[src/rtl/ring_sweep_ctrl.sv]
// rtl/ring_sweep_ctrl.sv - tapped ring oscillator sweep sequencer
//
// Steps clksel through taps lo..hi. For each tap the ring is flushed, allowed
// to settle, then rising edges of the divided oscillator output are counted
// over a fixed window of clk cycles and offered on a valid/ready result port.
//
// Ports:
//   clk, reset          system clock, synchronous active-high reset
//   start, abort        begin sweep (IDLE only) / cancel sweep (any state)
//   tap_min, tap_max    requested tap range, latched on start
//   osc_in              divided ring output, asynchronous to clk
//   clksel, ring_flush  oscillator mux select and ring disable
//   busy                high whenever a sweep is in progress
//   result_*            per-tap edge count with valid/ready handshake
//   sweep_done          one-cycle pulse after the last result is accepted
module ring_sweep_ctrl #(
    parameter int GATE_CYCLES   = 4096,
    parameter int FLUSH_CYCLES  = 8,
    parameter int SETTLE_CYCLES = 16,
    parameter int CNT_W         = 16
) (
    input  logic             clk,
    input  logic             reset,
    input  logic             start,
    input  logic             abort,
    input  logic [3:0]       tap_min,
    input  logic [3:0]       tap_max,
    input  logic             osc_in,
    output logic [3:0]       clksel,
    output logic             ring_flush,
    output logic             busy,
    output logic             result_valid,
    input  logic             result_ready,
    output logic [3:0]       result_tap,
    output logic [CNT_W-1:0] result_count,
    output logic             sweep_done
);

    localparam int MAX_FS  = (FLUSH_CYCLES > SETTLE_CYCLES) ? FLUSH_CYCLES : SETTLE_CYCLES;
    localparam int MAX_LEN = (GATE_CYCLES > MAX_FS) ? GATE_CYCLES : MAX_FS;
    localparam int CTR_W   = $clog2(MAX_LEN) + 1;

    localparam logic [CTR_W-1:0] FLUSH_LOAD  = CTR_W'(FLUSH_CYCLES - 1);
    localparam logic [CTR_W-1:0] SETTLE_LOAD = CTR_W'(SETTLE_CYCLES - 1);
    localparam logic [CTR_W-1:0] GATE_LOAD   = CTR_W'(GATE_CYCLES - 1);

    typedef enum logic [2:0] {
        S_IDLE,
        S_FLUSH,
        S_SETTLE,
        S_MEASURE,
        S_REPORT
    } state_t;

    state_t             state, state_nxt;
    logic [CTR_W-1:0]   ctr, ctr_load;
    logic [3:0]         tap, tap_nxt, hi_tap;
    logic [3:0]         lo_eff, hi_eff;
    logic [CNT_W-1:0]   count, count_inc;
    logic               osc_s1, osc_s2, osc_s3;
    logic               rise;

    // Synchroniser plus edge register; free-running so the first window
    // sample after SETTLE already has valid history.
    always_ff @(posedge clk) begin
        if (reset) begin
            osc_s1 <= 1'b0;
            osc_s2 <= 1'b0;
            osc_s3 <= 1'b0;
        end else begin
            osc_s1 <= osc_in;
            osc_s2 <= osc_s1;
            osc_s3 <= osc_s2;
        end
    end

    assign rise      = osc_s2 & ~osc_s3;
    assign count_inc = (rise && (count != {CNT_W{1'b1}})) ? count + CNT_W'(1) : count;
    assign lo_eff    = (tap_min < 4'd2) ? 4'd2 : tap_min;
    assign hi_eff    = (tap_max < lo_eff) ? lo_eff : tap_max;

    always_comb begin
        state_nxt = state;
        tap_nxt   = tap;
        ctr_load  = '0;
        case (state)
            S_IDLE: begin
                if (start) begin
                    state_nxt = S_FLUSH;
                    tap_nxt   = lo_eff;
                end
            end
            S_FLUSH:   if (ctr == '0) state_nxt = S_SETTLE;
            S_SETTLE:  if (ctr == '0) state_nxt = S_MEASURE;
            S_MEASURE: if (ctr == '0) state_nxt = S_REPORT;
            S_REPORT: begin
                if (result_ready) begin
                    if (tap == hi_tap) begin
                        state_nxt = S_IDLE;
                    end else begin
                        state_nxt = S_FLUSH;
                        tap_nxt   = tap + 4'd1;
                    end
                end
            end
            default: state_nxt = S_IDLE;
        endcase
        // abort overrides everything, including a start or an acceptance
        if (abort) begin
            state_nxt = S_IDLE;
            tap_nxt   = tap;
        end
        case (state_nxt)
            S_FLUSH:   ctr_load = FLUSH_LOAD;
            S_SETTLE:  ctr_load = SETTLE_LOAD;
            S_MEASURE: ctr_load = GATE_LOAD;
            default:   ctr_load = '0;
        endcase
    end

    always_ff @(posedge clk) begin
        if (reset) begin
            state        <= S_IDLE;
            ctr          <= '0;
            tap          <= '0;
            hi_tap       <= '0;
            count        <= '0;
            clksel       <= '0;
            ring_flush   <= 1'b1;
            busy         <= 1'b0;
            result_valid <= 1'b0;
            result_tap   <= '0;
            result_count <= '0;
            sweep_done   <= 1'b0;
        end else begin
            state <= state_nxt;
            tap   <= tap_nxt;

            // No state re-enters itself, so a state change marks every entry.
            if (state_nxt != state) begin
                ctr <= ctr_load;
            end else if (ctr != '0) begin
                ctr <= ctr - CTR_W'(1);
            end

            if (state == S_IDLE && state_nxt == S_FLUSH) begin
                hi_tap <= hi_eff;
            end

            if (state != S_MEASURE && state_nxt == S_MEASURE) begin
                count <= '0;
            end else if (state == S_MEASURE) begin
                count <= count_inc;
            end

            // count_inc folds in the edge seen on the final window cycle
            if (state == S_MEASURE && state_nxt == S_REPORT) begin
                result_tap   <= tap;
                result_count <= count_inc;
            end

            clksel       <= (state_nxt == S_IDLE) ? 4'd0 : tap_nxt;
            ring_flush   <= (state_nxt == S_IDLE) || (state_nxt == S_FLUSH);
            busy         <= (state_nxt != S_IDLE);
            result_valid <= (state_nxt == S_REPORT);
            sweep_done   <= (state == S_REPORT) && (state_nxt == S_IDLE) && !abort;
        end
    end

endmodule
[config.mk]
export PLATFORM = sky130hd
export DESIGN_NAME = ring_sweep_ctrl
export DESIGN_NICKNAME = d
export VERILOG_FILES = /design/src/rtl/ring_sweep_ctrl.sv
export SDC_FILE = /design/constraint.sdc
export NUM_CORES = 1
export LEC_CHECK = 0
export BUFFER_PORTS_ARGS = -buffer_cell sky130_fd_sc_hd__clkbuf_2
export CORE_AREA = 3 3 96 98
export DETAILED_ROUTE_END_ITERATION = 7
export DIE_AREA = 0 0 99 101
export GPL_TIMING_DRIVEN = 0
export PLACE_DENSITY = 0.68
export SYNTH_ARGS = -nofsm -noshare
export SYNTH_HDL_FRONTEND = slang
export SYNTH_SLANG_ARGS = --single-unit
[constraint.sdc]
create_clock -name clk -period 6.27 [get_ports clk]
set_input_delay 0.9405 -clock clk [delete_from_list [all_inputs] [get_ports clk]]
set_output_delay 0.9405 -clock clk [all_outputs]
set_load 0.02 [all_outputs]
[Word level (Yosys, flattened, before mapping)]
Index checks and enable logic that the tools add are counted.
Operators by class
  add/sub/neg operators: 3
  multipliers: 0
  div/mod/pow operators: 0
  order comparisons: 2
  equal/unequal tests: 12
  shift-type cells: 0
  mux-type cells: 19
  bitwise operators: 2
  reductions and logical operators: 16
Operator list (number)
  $pmux 12 s3: 1
  $mux 13: 2
  $mux 4: 6
  $mux 3: 6
  $add 16x1->16 const B: 1
  $mux 16: 1
  $ne 16x16->1 const B: 1
  $pmux 3 s5: 1
  $logic_not 13->1: 1
  $reduce_bool 13->1: 1
  $sub 13x1->13 const B: 1
  $eq 3x2->1 const B: 4
  $pmux 4 s2: 1
  $eq 3x1->1 const B: 2
  $eq 3x3->1 const B: 2
  $logic_and 1x1->1: 6
  $logic_not 3->1: 2
  $add 4x1->4 const B: 1
  $eq 4x4->1: 1
  $lt 4x2->1 const B: 1
  $lt 4x4->1: 1
  $reduce_or 2->1: 2
  $ne 3x2->1 const B: 1
  $ne 3x3->1: 1
  7 further kinds: 7
Word-level totals
  bits in registers: 71
  bits in latches: 0
  RAM bits: 0
  bits in read-only memories: 0
  bits of input ports: 14
  output and inout port bits: 28
  logic and storage cells: 69
  memories: 0

[Depth between registers and ports, before layout]
  depth after elaboration: 8
  mapped depth: 8
  depth with buffers taken out: 7

[Worst setup path before layout]
OpenSTA, ideal clock, no wires.
  path type: in2reg
  start point: input result_ready
  end point: register count[8]
  setup time: 0.058 ns
  arrival time: 2.423 ns
  data required time: 6.212 ns
  path slack: 3.789 ns
  stages: 6
  path buffers: 1
  cells stage by stage: or4b_2 -> a21oi_1 -> o22ai_1 -> buf_2 -> a2111oi_2 -> a31o_2
Between the ends
  cells in the longest elaborated chain, start to end: 6
Ends and longest elaborated chain
  start, declared: line 33  | input logic result_ready,
  $mux 3: line 97  | if (result_ready) begin
  $pmux 3 s5: line 86  | case (state)
  $mux 3: line 109  | if (abort) begin
  $eq 3x2->1: line 150  | if (state != S_MEASURE && state_nxt == S_MEASURE) begin
  $logic_and 1x1->1: line 150
  $reduce_or 2->1 (no line)
  end signal, assigned: line 153  | count <= count_inc;
  end, declared: line 59  | logic [CNT_W-1:0] count, count_inc;
Every way passes these cells.
A chain may end at the register's enable or synchronous reset.

[Final worst setup path]
  start point: input abort
  end point: register result_count[14]
Between the ends
  cells in the longest elaborated chain, start to end: 3
Ends and longest elaborated chain
  start, declared: line 25  | input logic abort,
  $mux 3: line 109
  $eq 3x3->1: line 157  | if (state == S_MEASURE && state_nxt == S_REPORT) begin
  $logic_and 1x1->1: line 157
  end signal, assigned: line 159  | result_count <= count_inc;
  end, declared: line 35  | output logic [CNT_W-1:0] result_count,
Every way passes these cells.

==> impl_results.md <==
- Status: complete, no violations
- Post-CTS Repair Setup Buffers: 0
- Clock-pin transition on the worst setup and hold timing paths: 70 ps
- Yosys reg bits: 71
- CP startpoint kind: input port
- CTS sink count: 71
- Slew HR: 50.0%
- Critical Path Start: abort
- Hold WC Path Type: register to register
- Core area: 8550 um^2
- Final wirelength: 9410 um
- Die H: 101 um
- Post-route cell area: 4320 um^2
- Antenna cells: 0
- Final ANT Viol Nets: 0
- WL/cell: 15.5 um
- Overflow after GRT: 0
- Reg2Reg Depth: 8
- Finish-stage setup viols: 0
- TritonCTS clock tree: built
- Max Fclk: 358 MHz
- Die area: 10000 um^2
- Post-synth ARST share: 0%
- # hold bufs at CTS: 0
- Largest fanout on the critical path: 10
- Cell family with most CP delay: simple AND/OR/NAND/NOR gates
- Final setup TNS: 0 ps
- Die Wd: 99 um
- Vias in the first global route: 3218
- Static leakage: 1.55 nW
- H-tree depth: 3
- Worst VDD drop: 0.172 mV
- Post-Syn Area per Cell: 8.53 um^2
- Port Buffers: 41
- Number of synthesized flops with an enable pin: 0
- FP Rows: 34
- Switching Fraction: 33.2%
- Comb power frac: 29.9%
- Worst hold slack: 449 ps
- Clock power share: 29.1%
- Pint: 0.000886 W
- Clock Skew: 6.08 ps
- Syn-to-layout area delta: 14.6%
- Crit path required time: 6540 ps
- Starting Density: 44.1%
- WP data arrival: 3060 ps
- Syn nets: 462
- Worst Hold Path EP: osc_s2
- Insertion delay of the later-clocked pin in the worst-skew pair: 340 ps
- Worst-margin pin slew: 747 ps
- Worst r2r dst: result_count[14]
- Pwr per Cell Area: 307 nW/um^2
- Tot GR Track Use: 19.5%
- CP max-delay cell: nor2_1
- Largest net degree at the start of global routing: 12
- Final hold violations: 0
- Area of placed instances: 4110 um^2
- Share of cells above drive strength 1: 16.8%
- Number of CTS-inserted buffers: 9
- Final slew viol count: 0
- Placed cells: 591
- GR Layer Usage met1: 27.7%
- Post-CTS Resized: 0
- Root buffer cell: clkbuf_8
- Top cell by count, worst path: clkbuf_1
- Vias: 3443
- Synth Warn #: 0
- First DRT Iteration DRCs: 286
- GR peak layer: met2
- First-pass GRT wire length: 15800 um
- IO Pins: 42
- Final Critical Period: 2800 ps
- Most common cell after layout, fill and taps aside: dfxtp_1
- Sequential share of power: 41.0%
- Layout Nets: 514
- Final Non-Filler Cells: 607
- Flop2flop setup slack: 3670 ps
- Hpwl dp: 6830 um
- Synth Cell Area: 3770 um^2
- Switching pwr: 0.000440 W
- Cells traversed along the worst timing path: clkbuf_2 -> clkbuf_1 -> nor3b_1 -> nand2_1 -> nor2_1 -> clkbuf_1 -> nand3_1 -> a21oi_1
- Residual DRC: 0
- Hold Crit Depth: 1
- Met3 Usage GRT: 3.60%
- Worst setup EP type: register
- Period utilization: 44.6%
- Initial antenna violation count: 0
- Post-Synthesis Cells: 442
- Hold path start: osc_s1
- Reg2reg start: ctr[0]
- Commonest non-fill, non-tap cells in the layout: dfxtp_1 (71), clkbuf_2 (41), nor2_1 (40)
- DRT Pass-1 Iters: 4
- Global placement routability congestion: 0.915
- Sequential fraction of the synthesis area: 37.7%
- Longest Clk Path Bufs: 2
- Via/cell ratio: 5.67
- Worst path max stage delay: 460 ps
- Synth unique cells: 65
- Critical path class: input port to register
- Buffers and inverters on the worst path: 3
- RSZ-0062 raised after global routing: no
- Met2 GRT Util: 30.1%
- Most used DFF post-synth: dfxtp_1
- Max-capacitance violation count: 0
cells by family after synthesis:
kind of cell	after synthesis	share of synthesized area (%)
compound gates	116	21.6
xor+xnor	28	6.50
fa+ha+maj	6	1.99
buf+inv	40	4.21
flops	71	37.7
mux	17	4.51
simple gates	164	23.5
per-stage QoR:
stage	setup slack (ps)	utilization (%)	power, W
final	3470	50.5	0.00133
after global routing	3300	50.5	0.00140
after CTS	3480	50.5	0.00133
after detailed placement	3120	48.1	0.000950
after global placement	3210	48.1	0.000937
after floorplan	3790	-	0.000865
state kept, by name (all words and copies together), names as in the netlist:
| signal | count |
|---|---|
| busy | 1 |
| clksel | 4 |
| count | 16 |
| ctr | 13 |
| hi_tap | 4 |
| osc_s1 | 1 |
| osc_s2 | 1 |
| osc_s3 | 1 |
| result_count | 16 |
| result_tap | 4 |
| result_valid | 1 |
| ring_flush | 1 |
| state | 3 |
| sweep_done | 1 |
| tap | 4 |
cell usage after synthesis, types with 3 or more instances:
| library cell | instances | area share, % |
|---|---|---|
| dfxtp_1 | 71 | 38 |
| nor2_1 | 40 | 4.0 |
| nand2_1 | 37 | 3.7 |
| a21oi_1 | 29 | 3.8 |
| clkbuf_1 | 22 | 2.2 |
| o21ai_0 | 20 | 2.7 |
| a211oi_1 | 19 | 3.8 |
| nor3_1 | 18 | 2.4 |
| xnor2_1 | 18 | 4.2 |
| mux2i_1 | 17 | 4.5 |
| nand3_1 | 11 | 1.5 |
| inv_1 | 10 | 1.0 |
| nor4_1 | 10 | 1.7 |
| xor2_1 | 10 | 2.3 |
| buf_2 | 7 | 0.93 |
| ha_1 | 6 | 2.0 |
| nand4_1 | 5 | 0.83 |
| a21boi_0 | 4 | 0.80 |
| a31o_2 | 4 | 0.93 |
| nor2b_1 | 4 | 0.66 |
| o21a_1 | 4 | 0.80 |
| or3_1 | 4 | 0.66 |
| a211o_1 | 3 | 0.70 |
| a31oi_1 | 3 | 0.50 |
| and3_1 | 3 | 0.50 |
| and4_1 | 3 | 0.70 |
| nand2b_1 | 3 | 0.50 |
| nor3b_1 | 3 | 0.60 |
| nor4b_1 | 3 | 0.70 |
| o21bai_1 | 3 | 0.60 |
metal layers:
layer | vias up | routed length (um)
met5 | - | 0
met1 | 1609 | 4530
li1 | 1741 | -
met3 | 10 | 474
met4 | 0 | 131
met2 | 83 | 4280
worst max-delay path by stage:
stage,slack (ps),cells after the start,endpoint
floorplan,3790,6,count[8]
global placement,3210,8,result_count[14]
detailed placement,3120,8,result_count[14]
CTS,3480,8,result_count[14]
global route,3300,8,result_count[14]
finish,3470,8,result_count[14]
power groups by stage:
stage / combinational, W / clock (W) / sequential [W]
global route: 0.000445 / 0.000407 / 0.000550
floorplan: 0.000318 / 0 / 0.000546
finish: 0.000396 / 0.000386 / 0.000543
detailed placement: 0.000396 / 0 / 0.000554
global placement: 0.000387 / 0 / 0.000550
CTS: 0.000399 / 0.000390 / 0.000543
final cells by class:
cell class                      count  area (um^2)
Buffer                             30          121
Clock buffer                       13          169
Clock inverter                      3         40.0
Fill cell                         834         4230
Inverter                           10         37.5
Multi-Input combinational cell    331         2190
Sequential cell                    71         1420
Tap cell                          108          135
Timing Repair Buffer               41          205
Power figures use the tool's default switching activity.
